[config.mk]
export PLATFORM = sky130hd
export DESIGN_NAME = cache_cmd_dispatcher_flat
export DESIGN_NICKNAME = d
export VERILOG_FILES = /design/src/rtl/cache_pkg.sv /design/src/rtl/cache_cmd_dispatcher_if.sv /design/src/rtl/cmd_fifo.sv /design/src/rtl/cache_cmd_dispatcher.sv /design/src/flat_wrapper.sv
export SDC_FILE = /design/constraint.sdc
export NUM_CORES = 1
export LEC_CHECK = 0
export ABC_AREA = 0
export ABC_CLOCK_PERIOD_IN_PS = 10600
export CAP_MARGIN = 20
export CELL_PAD_IN_SITES_DETAIL_PLACEMENT = 1
export CELL_PAD_IN_SITES_GLOBAL_PLACEMENT = 2
export CORE_UTILIZATION = 49
export DETAILED_ROUTE_END_ITERATION = 10
export DONT_BUFFER_PORTS = 1
export PLACE_DENSITY_LB_ADDON = 0.1
export SLEW_MARGIN = 0
export SYNTH_ARGS = -nofsm -noshare
export SYNTH_HDL_FRONTEND = slang
export SYNTH_SLANG_ARGS = --single-unit
[constraint.sdc]
create_clock -name clk -period 10.6 [get_ports clk]
set_input_delay 1.06 -clock clk [delete_from_list [all_inputs] [get_ports clk]]
set_output_delay 1.06 -clock clk [all_outputs]
set_load 0.05 [all_outputs]
[src/rtl/cache_pkg.sv]
// Shared cache definitions: command encodings, field widths, dispatcher state and small helpers.
// Used by the cache command dispatcher (optional DISPATCH_STATS_EN counters use sat_inc).
package cache_pkg;

    localparam int ADDR_W  = 60;
    localparam int CMD_W   = 3;
    localparam int ENTRY_W = CMD_W + ADDR_W;

    typedef enum logic [CMD_W-1:0] {
        CMD_READ          = 3'd0,
        CMD_WRITE         = 3'd1,
        CMD_INVALIDATE    = 3'd2,
        CMD_CLEAR         = 3'd3,
        CMD_L2DATAREQUEST = 3'd4
    } cmd_e;

    typedef enum logic [1:0] {
        IDLE,
        ISSUE,
        WAIT_ACK,
        WAIT_DONE
    } disp_state_e;

    typedef struct packed {
        logic [CMD_W-1:0]  cmd;
        logic [ADDR_W-1:0] addr;
    } entry_t;

    function automatic logic is_legal_cmd(input logic [CMD_W-1:0] c);
        return c <= CMD_L2DATAREQUEST;
    endfunction

    function automatic logic [31:0] sat_inc(input logic [31:0] v);
        return (v == '1) ? v : v + 32'd1;
    endfunction

endpackage

[src/rtl/cache_cmd_dispatcher_if.sv]
// Trace-side handshake plus cache-side command bus of the dispatcher.
// slave = dispatcher view; master = trace source and cache seen from outside.
interface cache_cmd_dispatcher_if;
    import cache_pkg::*;

    logic              in_valid;
    logic              in_ready;
    logic [CMD_W-1:0]  in_cmd;
    logic [ADDR_W-1:0] in_addr;
    logic              write;
    logic [CMD_W-1:0]  command;
    logic [ADDR_W-1:0] address;
    logic              processing;

    modport master (
        output in_valid, in_cmd, in_addr, processing,
        input  in_ready, write, command, address
    );

    modport slave (
        input  in_valid, in_cmd, in_addr, processing,
        output in_ready, write, command, address
    );

endinterface

[src/rtl/cmd_fifo.sv]
// Synchronous FIFO holding {cmd, addr} entries; DEPTH must be a power of two so pointers wrap naturally.
module cmd_fifo #(
    parameter int DEPTH = 8,
    parameter int WIDTH = cache_pkg::ENTRY_W
) (
    input  logic             clk,
    input  logic             rst,
    input  logic             push,
    input  logic [WIDTH-1:0] wdata,
    input  logic             pop,
    output logic [WIDTH-1:0] rdata,
    output logic             full,
    output logic             empty
);

    localparam int PTR_W = $clog2(DEPTH);
    localparam int CNT_W = PTR_W + 1;

    logic [WIDTH-1:0] mem [DEPTH];
    logic [PTR_W-1:0] wr_ptr;
    logic [PTR_W-1:0] rd_ptr;
    logic [CNT_W-1:0] count;
    logic             do_push;
    logic             do_pop;

    assign do_push = push && !full;
    assign do_pop  = pop && !empty;
    assign full    = (count == CNT_W'(DEPTH));
    assign empty   = (count == '0);
    assign rdata   = mem[rd_ptr];

    // NOTE: the storage array has no reset; pointers and count alone say which slots hold valid data.
    always_ff @(posedge clk) begin
        if (do_push) mem[wr_ptr] <= wdata;
    end

    // NOTE: non-blocking assignments so every register here samples the pre-edge values of the others.
    always_ff @(posedge clk) begin
        if (rst) begin
            wr_ptr <= '0;
            rd_ptr <= '0;
            count  <= '0;
        end else begin
            if (do_push) wr_ptr <= wr_ptr + 1'b1;
            if (do_pop)  rd_ptr <= rd_ptr + 1'b1;
            case ({do_push, do_pop})
                2'b10:   count <= count + 1'b1;
                2'b01:   count <= count - 1'b1;
                default: count <= count;
            endcase
        end
    end

endmodule

[src/rtl/cache_cmd_dispatcher.sv]
// Queues trace commands and issues them one at a time to the cache with a write/processing handshake.
// Optional per-command issue counters are built when DISPATCH_STATS_EN is defined.
module cache_cmd_dispatcher
    import cache_pkg::*;
#(
    parameter int DEPTH       = 8,
    parameter int ACK_TIMEOUT = 15
) (
    input  logic                  clk,
    input  logic                  rst,
    cache_cmd_dispatcher_if.slave bus,
    output logic                  busy,
    output logic                  drained,
    output logic                  err_illegal,
    output logic                  err_timeout
`ifdef DISPATCH_STATS_EN
    ,
    output logic [31:0]           issued_cnt,
    output logic [31:0]           cmd_cnt_rd,
    output logic [31:0]           cmd_cnt_wr,
    output logic [31:0]           cmd_cnt_inv,
    output logic [31:0]           cmd_cnt_clr,
    output logic [31:0]           cmd_cnt_req
`endif
);

    localparam int TMR_W = $clog2(ACK_TIMEOUT + 1);

    disp_state_e       state_q;
    disp_state_e       state_d;
    logic [TMR_W-1:0]  ack_tmr;
    logic [CMD_W-1:0]  cmd_q;
    logic [ADDR_W-1:0] addr_q;
    logic              accept;
    logic              fifo_push;
    logic              fifo_pop;
    logic              fifo_full;
    logic              fifo_empty;
    logic              ack_timeout;
    entry_t            fifo_wdata;
    entry_t            fifo_rdata;

    // Illegal commands still complete the handshake so the trace never stalls on them.
    assign accept     = bus.in_valid && bus.in_ready;
    assign fifo_push  = accept && is_legal_cmd(bus.in_cmd);
    assign fifo_wdata = {bus.in_cmd, bus.in_addr};

    cmd_fifo #(
        .DEPTH (DEPTH),
        .WIDTH (ENTRY_W)
    ) u_fifo (
        .clk   (clk),
        .rst   (rst),
        .push  (fifo_push),
        .wdata (fifo_wdata),
        .pop   (fifo_pop),
        .rdata (fifo_rdata),
        .full  (fifo_full),
        .empty (fifo_empty)
    );

    always_comb begin
        // NOTE: every output of this block gets a default first, so no path can infer a latch.
        state_d     = state_q;
        fifo_pop    = 1'b0;
        ack_timeout = 1'b0;
        unique case (state_q)
            IDLE: begin
                if (!fifo_empty && !bus.processing) begin
                    fifo_pop = 1'b1;
                    state_d  = ISSUE;
                end
            end
            ISSUE:    state_d = WAIT_ACK;
            WAIT_ACK: begin
                if (bus.processing) begin
                    state_d = WAIT_DONE;
                end else if (ack_tmr == TMR_W'(ACK_TIMEOUT - 1)) begin
                    ack_timeout = 1'b1;
                    state_d     = IDLE;
                end
            end
            WAIT_DONE: begin
                if (!bus.processing) state_d = IDLE;
            end
            default:  state_d = IDLE;
        endcase
    end

    always_ff @(posedge clk) begin
        if (rst) begin
            state_q     <= IDLE;
            ack_tmr     <= '0;
            cmd_q       <= '0;
            addr_q      <= '0;
            err_illegal <= 1'b0;
            err_timeout <= 1'b0;
        end else begin
            state_q <= state_d;
            // The timer only runs while waiting for the cache to pick the command up.
            if (state_q == WAIT_ACK && !bus.processing && !ack_timeout) ack_tmr <= ack_tmr + 1'b1;
            else                                                          ack_tmr <= '0;
            if (fifo_pop) begin
                cmd_q  <= fifo_rdata.cmd;
                addr_q <= fifo_rdata.addr;
            end
            if (accept && !is_legal_cmd(bus.in_cmd)) err_illegal <= 1'b1;
            if (ack_timeout)                         err_timeout <= 1'b1;
        end
    end

    assign bus.in_ready = !fifo_full;
    assign bus.write    = (state_q == ISSUE);
    assign bus.command  = cmd_q;
    assign bus.address  = addr_q;
    assign busy         = (state_q != IDLE);
    assign drained      = fifo_empty && (state_q == IDLE);

`ifdef DISPATCH_STATS_EN
    always_ff @(posedge clk) begin
        if (rst) begin
            issued_cnt  <= '0;
            cmd_cnt_rd  <= '0;
            cmd_cnt_wr  <= '0;
            cmd_cnt_inv <= '0;
            cmd_cnt_clr <= '0;
            cmd_cnt_req <= '0;
        end else if (state_q == ISSUE) begin
            issued_cnt <= sat_inc(issued_cnt);
            case (cmd_q)
                CMD_READ:          cmd_cnt_rd  <= sat_inc(cmd_cnt_rd);
                CMD_WRITE:         cmd_cnt_wr  <= sat_inc(cmd_cnt_wr);
                CMD_INVALIDATE:    cmd_cnt_inv <= sat_inc(cmd_cnt_inv);
                CMD_CLEAR:         cmd_cnt_clr <= sat_inc(cmd_cnt_clr);
                CMD_L2DATAREQUEST: cmd_cnt_req <= sat_inc(cmd_cnt_req);
                default:           ;
            endcase
        end
    end
`endif

endmodule
[src/flat_wrapper.sv]
// flat-port wrapper written by rule: the top's interface ports become plain ports
module cache_cmd_dispatcher_flat import cache_pkg::*;
#(
    parameter int DEPTH       = 8,
    parameter int ACK_TIMEOUT = 15
)
  (clk, rst, busy, drained, err_illegal, err_timeout, bus_in_valid, bus_in_cmd, bus_in_addr, bus_processing, bus_in_ready, bus_write, bus_command, bus_address);
  cache_cmd_dispatcher_if bus_i ();
  input  logic clk;
  input  logic rst;
  output logic busy;
  output logic drained;
  output logic err_illegal;
  output logic err_timeout;
  input wire logic [$bits(bus_i.in_valid)-1:0] bus_in_valid;
  input wire logic [$bits(bus_i.in_cmd)-1:0] bus_in_cmd;
  input wire logic [$bits(bus_i.in_addr)-1:0] bus_in_addr;
  input wire logic [$bits(bus_i.processing)-1:0] bus_processing;
  output wire logic [$bits(bus_i.in_ready)-1:0] bus_in_ready;
  output wire logic [$bits(bus_i.write)-1:0] bus_write;
  output wire logic [$bits(bus_i.command)-1:0] bus_command;
  output wire logic [$bits(bus_i.address)-1:0] bus_address;
  assign bus_i.in_valid = bus_in_valid;
  assign bus_i.in_cmd = bus_in_cmd;
  assign bus_i.in_addr = bus_in_addr;
  assign bus_i.processing = bus_processing;
  assign bus_in_ready = bus_i.in_ready;
  assign bus_write = bus_i.write;
  assign bus_command = bus_i.command;
  assign bus_address = bus_i.address;
  cache_cmd_dispatcher #(.DEPTH(DEPTH), .ACK_TIMEOUT(ACK_TIMEOUT)) u_core (.clk(clk), .rst(rst), .bus(bus_i), .busy(busy), .drained(drained), .err_illegal(err_illegal), .err_timeout(err_timeout));
endmodule
==> results.json <==
{
  "power.density_nw_per_um2": 249.8,
  "critPathArrivalTime_ns": 2.26,
  "busiest_layer": "met2",
  "muxShareOfSynthArea_pct": 13.28,
  "htreeDepth": 2,
  "synth-seq-cells": 585,
  "synth-simple-area-share_pct": 4.181,
  "routedWlPerCell_um": 25.95,
  "ys_seq_area_share_pct": 77.88,
  "worstSetupStartpointType": "register",
  "grt_pass1_wl_um": 66490,
  "syn_inst": 1048,
  "finalNetCount": 1143,
  "grt_max_degree": 79,
  "cts_tree": "built",
  "fmax_ghz": 0.3009,
  "initial_core_util_pct": 49.84,
  "maxCapViolCount": 0,
  "final_cells": 1703,
  "p_leak_uw": 0.007395,
  "setup-tns-final_ns": 0,
  "ys_dominant_reg_cell": "edfxtp_1",
  "fp.dieH_um": 211.5,
  "synth_area_leaders": "edfxtp_1, mux4_2, dfxtp_1, o22ai_1, nor3_1",
  "drive_gt1_share_pct": 24.15,
  "firstDrtPassIters": 5,
  "async_flop_share_pct": 0,
  "synth_common_cells": "edfxtp_1, mux4_2, dfxtp_1",
  "grt_pass1_vias": 10478,
  "post-cts-setup-buffers": 0,
  "io_pins": 136,
  "finalWeightedCongestion": 0.7266,
  "synth_compound_area_share_pct": 2.134,
  "hold_violations": 0,
  "syn-cell-area_um2": 21520,
  "finalSetupViolations": 0,
  "timing.final.max_slew_violations": 0,
  "grt_usage_pct": 20.41,
  "cp_max_fo": 5,
  "timing.slew.headroom_pct": 30.57,
  "ys_types": 36,
  "finClkSkew_ns": 0.01592,
  "dpl.cell_count": 1591,
  "place_ws_ns": 6.428,
  "clock_latency_ns": 0.60,
  "use_met3_pct": 5.118,
  "worst-slew-pin-transition_ns": 1.042,
  "status": "finished clean",
  "cts.clk_slew.worst_paths_ns": 0.06,
  "dieWidth_um": 211.5,
  "finalCritPeriodShare_pct": 31.35,
  "yosys_warnings": 0,
  "die_area_um2": 44750,
  "hp-class": "reg2reg",
  "rsz0062_at_grt": "no",
  "setup_ws_ns": 7.277,
  "clock-root-buffer": "clkbuf_16",
  "synth_edf_count": 504,
  "clock_sinks": 585,
  "synth.most_common_cell": "edfxtp_1",
  "io_buffers": 0,
  "drt_iter0_markers": 548,
  "routed_via_density": 5.740,
  "syn-num-nets": 1123,
  "fin_crit_ns": 3.323,
  "ant_nets": 0,
  "synth_top_area_share_pct": 70.34,
  "synthAdderAreaFrac_pct": 0.5001,
  "crit_required_ns": 9.54,
  "synth_xor_area_share_pct": 0.3257,
  "crit_type": "reg2out",
  "core_um2": 43170,
  "worst_hold_slack_ns": 0.4841,
  "vdd_drop_max_mv": 0.1837,
  "synth_top_family_by_area": "multiplexers",
  "met2_usage_pct": 34.13,
  "place_hpwl_um": 24180,
  "antennaDiodeCount": 0,
  "antenna_found_initial": 0,
  "drc": 0,
  "area_growth_pct": 11.46,
  "synth_top_cell_by_area": "edfxtp_1",
  "cts_buffers": 58,
  "num_vias": 9775,
  "worst_setup_path_end_kind": "output port",
  "syn_avg_cell_area_um2": 20.53,
  "met1_usage_pct": 27.06,
  "ctsHoldBuffers": 0,
  "rows": 76,
  "final_util_pct": 55.55,
  "grt_overflow": 0,
  "cts_buffer_depth": 3,
  "post_cts_resized": 0,
  "routed_wirelength_um": 44200
}
cells by family after synthesis:
group                    Yosys count
adder cells (fa/ha/maj)            8
flip-flops                       585
multiplexers                     128
AO/OA/AOI/OAI                     75
buffers and inverters             67
XOR/XNOR                           8
AND/OR/NAND/NOR                  177
stage by stage:
step / power [uW] / area (um^2)
CTS: 6074 / 23940
finish: 5990 / 23980
global route: 6229 / 23980
detailed placement: 4100 / 22120
floorplan: 3930 / 21520
global placement: 4082 / 22120
final timing paths:
check                                             start                     to  slack (ns)  cells past startpoint
worst max-delay path             u_core.u_fifo.count[0]                drained        7.28                      2
worst min-delay path                  u_core.ack_tmr[0]      u_core.ack_tmr[0]        0.48                      1
worst max register to register  u_core.u_fifo.rd_ptr[0]  u_core.bus.address[9]        7.41                      5
worst min register to register        u_core.ack_tmr[0]      u_core.ack_tmr[0]        0.48                      1
sequential cells by signal, indices dropped and copies added (netlist names), 2 cells and up:
signal and count:
u_core.u_fifo.wr_ptr 3, u_core.state_q 2, u_core.u_fifo.rd_ptr 3, u_core.bus.command 3, u_core.u_fifo.count 4, u_core.ack_tmr 4
u_core.bus.address 60, u_core.u_fifo.mem 504
worst max-delay path: stages (launching register included):
cell	delay (ns)
dfxtp_1	0.35
or4_4	0.59
nor2_1	0.72
where the power goes:
part | total (uW) | leakage, uW | internal (uW) | switching (uW)
combinational | 795 | 0.00128 | 336 | 459
clock | 1960 | 0.000891 | 1140 | 823
sequential | 3230 | 0.00522 | 2680 | 549
total | 5990 | 0.00740 | 4160 | 1830
cell usage in the layout (no fill, tap or decap), drive strengths merged:
cell,Yosys,routed
a21oi,7,7
a31oi,2,2
and2,1,1
and3,2,2
buf,38,20
bufinv,0,2
clkbuf,22,92
clkinv,0,16
dfxtp,81,81
edfxtp,504,504
fa,1,1
ha,7,7
inv,7,7
mux2i,2,2
mux4,126,126
nand2,2,2
nand2b,3,3
nand3,6,6
nand4,2,2
nor2,87,87
nor3,68,68
nor4,1,1
o21ai,2,2
o22ai,63,63
o31ai,1,1
or2,1,1
or3,1,1
or4,2,2
or4b,1,1
xnor2,3,3
xor2,5,5
metal layers:
layer  wire length, um  share of wire [%]  up-vias
met3              2764                6.3       55
met2             22060                 50      216
met4               631                1.4        0
met5                 0                  0        -
met1             18750                 42     5185
li1                  -                  -     4319
layout make-up:
type                    count  area (um^2)
flip-flops and latches    585        16760
clock buffers              92         1693
multi-input cells         396         4458
inverters                   7        26.28
fillers                  3766        19190
clock inverters            18        133.9
repair buffers             20        173.9
well taps                 585        732.0
(Power assumes the default switching activity.)
